[config.mk]
export PLATFORM = sky130hd
export DESIGN_NAME = lo_sequencer
export DESIGN_NICKNAME = d
export VERILOG_FILES = /design/src/rtl/lo_pkg.sv /design/src/rtl/bin2gray.sv /design/src/rtl/lo_sequencer.sv
export SDC_FILE = /design/constraint.sdc
export NUM_CORES = 1
export LEC_CHECK = 0
export ABC_CLOCK_PERIOD_IN_PS = 4000
export CORE_ASPECT_RATIO = 0.8
export CORE_MARGIN = 8
export CORE_UTILIZATION = 35
export DETAILED_ROUTE_END_ITERATION = 10
export PLACE_DENSITY_LB_ADDON = 0.15
export SYNTH_ARGS = -nofsm -noshare
export SYNTH_HDL_FRONTEND = slang
export SYNTH_SLANG_ARGS = --single-unit
[constraint.sdc]
create_clock -name clk -period 4 [get_ports clk]
set_input_delay 0.8 -clock clk [delete_from_list [all_inputs] [get_ports clk]]
set_output_delay 0.8 -clock clk [all_outputs]
set_load 0.05 [all_outputs]
[src/rtl/lo_pkg.sv]
// Shared types and constants for the LO phase sequencer.
package lo_pkg;

  typedef enum logic [1:0] {
    IDLE  = 2'd0,
    RUN   = 2'd1,
    DRAIN = 2'd2
  } lo_seq_state_t;

  localparam int SLICE_W = 7;

  // Highest core index whose 7-bit Gray slice still fits in the counter.
  function automatic int max_div(input int cnt_w);
    return cnt_w - SLICE_W;
  endfunction

endpackage

[src/rtl/bin2gray.sv]
// Purely combinational binary-to-Gray converter.
module bin2gray #(
  parameter int W = 8
) (
  input  logic [W-1:0] bin,
  output logic [W-1:0] gray
);

  assign gray = bin ^ (bin >> 1);

endmodule

[src/rtl/lo_sequencer.sv]
// Phase counter, Gray slice select and phase-aligned start/stop control
// for a single lo mixer instance.
module lo_sequencer
  import lo_pkg::*;
#(
  parameter int CNT_W = 19,
  parameter int DIV_W = 4
) (
  input  logic             clk,
  input  logic             rstb,
  input  logic             cfg_valid,
  output logic             cfg_ready,
  input  logic [DIV_W-1:0] cfg_div,
  input  logic             start,
  input  logic             stop,
  output logic [7:1]       gray_clk,
  output logic             gray_sine,
  output logic             wrap,
  output logic             running
);

  localparam int MAX_DIV = max_div(CNT_W);

  lo_seq_state_t      state_q, state_d;
  logic [CNT_W-1:0]   b_q, b_d;
  logic [DIV_W-1:0]   n_q, n_d;
  logic               hold_q, hold_d;
  logic [SLICE_W-1:0] gray_q, gray_d;
  logic               sine_q, sine_d;
  logic               wrap_q, wrap_d;

  logic [DIV_W-1:0]   div_sat;
  logic [CNT_W-1:0]   wrap_mask;
  logic [CNT_W-1:0]   g_next;
  logic               inc;
  logic               slice_wrap;

  assign div_sat   = (int'(cfg_div) > MAX_DIV) ? DIV_W'(MAX_DIV) : cfg_div;
  assign wrap_mask = {CNT_W{1'b1}} >> (MAX_DIV - int'(n_q));

  // The first RUN cycle holds B at zero so the LO starts with a full phase-0 step.
  assign inc        = (state_q != IDLE) && !hold_q;
  assign slice_wrap = inc && ((b_q & wrap_mask) == wrap_mask);

  always_comb begin
    state_d = state_q;
    b_d     = b_q;
    n_d     = n_q;
    hold_d  = 1'b0;
    sine_d  = sine_q;
    wrap_d  = 1'b0;
    case (state_q)
      IDLE: begin
        b_d    = '0;
        sine_d = 1'b0;
        if (cfg_valid) n_d = div_sat;
        if (start) begin
          state_d = RUN;
          hold_d  = 1'b1;
        end
      end
      RUN: begin
        if (inc) b_d = b_q + CNT_W'(1);
        if (slice_wrap) begin
          wrap_d = 1'b1;
          sine_d = ~sine_q;
        end
        if (stop) begin
          if (slice_wrap) begin
            state_d = IDLE;
            b_d     = '0;
            sine_d  = 1'b0;
          end else begin
            state_d = DRAIN;
          end
        end
      end
      DRAIN: begin
        if (inc) b_d = b_q + CNT_W'(1);
        if (slice_wrap) begin
          state_d = IDLE;
          b_d     = '0;
          sine_d  = 1'b0;
          wrap_d  = 1'b1;
        end
      end
      default: begin
        state_d = IDLE;
        b_d     = '0;
        sine_d  = 1'b0;
      end
    endcase
  end

  // Slice is taken from the next B so gray_clk and B update on the same edge.
  bin2gray #(.W(CNT_W)) u_bin2gray (
    .bin  (b_d),
    .gray (g_next)
  );

  assign gray_d = g_next[n_d +: SLICE_W];

  always_ff @(posedge clk or negedge rstb) begin
    if (!rstb) begin
      state_q <= IDLE;
      b_q     <= '0;
      n_q     <= '0;
      hold_q  <= 1'b0;
      gray_q  <= '0;
      sine_q  <= 1'b0;
      wrap_q  <= 1'b0;
    end else begin
      state_q <= state_d;
      b_q     <= b_d;
      n_q     <= n_d;
      hold_q  <= hold_d;
      gray_q  <= gray_d;
      sine_q  <= sine_d;
      wrap_q  <= wrap_d;
    end
  end

  assign cfg_ready = (state_q == IDLE);
  assign running   = (state_q != IDLE);
  assign gray_clk  = gray_q;
  assign gray_sine = sine_q;
  assign wrap      = wrap_q;

endmodule
==> results by group, run 1 <==
Logic synthesis
  • Syn_area_per_cell: 8.08 um2
  • Post-synth top area share: roughly a quarter
  • Synthesis warning total: 0
  • Top FF cell, synth: dfrtp_1
  • Top post-synthesis cells by area: dfrtp_1 (25%), nor2_1 (4.6%), xnor2_1 (4.6%)
  • Post-Synthesis Cells: 428
  • Synth Cell Area: around 0.0035 mm2
  • Synth area leader: dfrtp_1
  • Post-synthesis cell type count: 77
  • Number of synthesized flops with an enable pin: 0
  • Sequential cell area fraction in the yosys report: approximately 25%
  • Yosys reg bits: 35
  • Syn Nets: 443
  • Synth async-reset ratio: 100%

Worst setup path
  • CP required: between 4000 and 5000 ps
  • R2R setup slack: about 260 ps
  • CP Cell Sequence: inv_1 > ha_1 > nor3b_1 > o21ai_0 > and3_1 > a2111oi_1 > and2_1 > inv_1 > ha_1 > o21ai_0 > nand2_1 > nor2_1 > a21o_1
  • Maximum fanout along the worst path: 13
  • CP arrival: 3970 ps
  • Max incr delay on CP: 880 ps
  • Buffers & Inverters on Critical Path: 2
  • CP max-delay cell: a2111oi_1
  • Crit path max-delay family: compound AO/OA/AOI/OAI gates
  • Nature of the critical path endpoint: flop
  • CP Class: reg2reg
  • Worst reg2reg path depth: 13
  • Reg2reg end: gray_sine
  • Critical R2R Launch: n_q[0]
  • CP Launch Type: flop

Global routing
  • First-pass GRT wire length: around 19,000 um
  • Largest net degree at the start of global routing: 36
  • GRT Total Usage: about 17%
  • Vias in the first global route: 3,268
  • GR Overflow Total: 0
  • Antenna violations before repair: 0

Clock network
  • Reg clk slew, reported paths: roughly 60 ps
  • Post-CTS resize count: 0
  • Post-CTS Setup Inserts: 0
  • CTS sink cnt: 35
  • H-tree levels: 2
  • Clock buffer depth: 2
  • CTS Root Buffer Type: clkbuf_16
  • Clk_lat worst skew: 290 ps
  • Cts hold-fix bufs: 0
  • CTS tree: yes
  • CTS Buf Count: 5

STA
  • F_max: about 0.27 GHz
  • Setup violators final: 0
  • Count of final hold-check violations: 0
  • Final Cycle Share: between 90% and 100%
  • Fin Clk Skew: about 8.2 ps
  • RSZ-0062 raised after global routing: false
  • Tightest Pin Transition: about 1000 ps
  • Period minus WS final: 3740 ps
  • Setup TNS: 0 ps
  • Slew Viols, Final: 0
  • Rel. slew slack: 30.3%

Finish
  • Layout cells sized above 1: ~9.6%
  • Antenna cells: 0
  • Final std cells w/o fill: 555
  • Most frequent cells in the layout: nor2_1 (42), dfrtp_1 (35), nand2_1 (30), a21oi_1 (23), nand3_1 (22)
  • # nets final: 450
  • Final core utilization: around 41%
  • P&R area growth vs syn: 13.4%
  • Commonest non-fill, non-tap cell in the layout: nor2_1

Route
  • Vias per cell: approximately 6.2
  • Residual DRC count: 0
  • Routed WL: ~11,000 um
  • First-pass DRT Iterations: 5
  • Routed length per instance: approximately 20 um
  • Number of DRC markers in iteration 0: 516
  • Antenna-violating nets left: 0
  • Vias: approximately 3.4k

Floorplan
  • Die width: ~130 um
  • Die Ht: between 100 and 150 um
  • Initial Util: a little over a third
  • Core area: a little under 0.01 mm2
  • Total Die Area: between 0.01 and 0.015 mm2
  • Row count: 32
  • I/O pin total: 20

Power and ir drop
  • Worst vdd ir: around 0.56 mV
  • Total Power: approximately 2.4 mW
  • Power per cell area: a little over 600 mW/mm2
  • Static leakage: 1.45 nW

Place
  • Port Buf Inserts: 19
  • DP HPWL: roughly 8400 um
  • Post-Place Cells: about 550
  • Placer Congestion: 0.882

Job
  • Max_cap viols: 0

Min path
  • Class of the worst hold path: reg2reg
  • End of the worst hold path: gray_sine
  • WHS Path Cells: 1
  • Min-delay src: gray_sine

Run status
  • Run status: finished clean
## sequential cells by signal (all words and copies together) (netlist names)
signal,cells
b_q,19
gray_clk,7
n_q,4
state_q,2
gray_sine,1
hold_q,1
wrap,1
## stage by stage
stage               hold WS, ps  worst slack, ps  instance area, um2
floorplan                   504             1030                3460
global placement            504              352                3730
detailed placement          508              372                3730
CTS                         527              354                3920
global route                550             29.0                3920
finish                      519              265                3920
## cell families after synthesis
family	share of synthesized area [%]
muxes	5.36
and+or+nand+nor	28.0
DFF	25.3
AOI/OAI and AO/OA	23.2
buffers and inverters	7.13
adders and majority gates	2.17
xor gates and xnor gates	8.76
## Yosys cell counts (3+ instances only)
cell type	count
a21oi_1	23
a31oi_1	8
and2_1	6
and3_1	4
and4_1	3
buf_2	20
clkbuf_1	10
dfrtp_1	35
ha_1	6
inv_1	19
mux2i_1	14
nand2_1	30
nand3_1	22
nand4_1	16
nand4b_1	3
nor2_1	42
nor3_1	9
nor3b_1	5
nor4_1	9
o211ai_1	13
o21a_1	3
o21ai_0	16
o31ai_1	4
o32ai_1	4
or3_1	3
xnor2_1	18
xor2_1	14
## metal layers
layer	share of wire [%]	vias to the layer above	global-route usage (%)
met2	42	119	25.0
met1	51	1672	25.7
li1	-	1618	-
met4	1.7	0	3.81
met5	0	-	0
met3	5.3	15	3.00
## area by class of cell
type | instances | area, um2
Clock buffer | 5 | 125
Clock inverter | 3 | 67.6
Fill cell | 996 | 5690
Inverter | 21 | 78.8
Multi-Input combinational cell | 339 | 2330
Sequential cell | 35 | 876
Tap cell | 119 | 149
Timing Repair Buffer | 33 | 290
## power by group
| part | switching [mW] | internal [mW] | leakage [nW] |
|---|---|---|---|
| logic | 0.916 | 0.470 | 0.887 |
| clock network | 0.166 | 0.357 | 0.0900 |
| registers | 0.0894 | 0.410 | 0.477 |
| total | 1.17 | 1.24 | 1.45 |
## worst max-delay path by stage
| stage | endpoint | slack (ps) | from | cells after the start |
|---|---|---|---|---|
| 2_1_floorplan | gray_sine | 1030 | n_q[0] | 15 |
| 3_3_place_gp | gray_clk[2] | 350 | n_q[0] | 11 |
| 3_5_place_dp | gray_sine | 370 | n_q[0] | 13 |
| 4_1_cts | gray_sine | 350 | n_q[0] | 13 |
| 5_1_grt | gray_sine | 30 | n_q[0] | 13 |
| 6_report | gray_sine | 260 | n_q[0] | 13 |
No activity file was read; power rests on OpenSTA's default activity.
==> run 2: changes to the inputs <==
--- a/config.mk
+++ b/config.mk
@@ -9,6 +9,7 @@
 export CORE_ASPECT_RATIO = 0.8
 export CORE_MARGIN = 8
 export CORE_UTILIZATION = 35
+export CTS_CLUSTER_DIAMETER = 200
 export DETAILED_ROUTE_END_ITERATION = 10
 export PLACE_DENSITY_LB_ADDON = 0.15
 export SYNTH_ARGS = -nofsm -noshare
==> results of run 2 <==
Same layout as run 1: the final DEF is identical, and so are final timing and power.
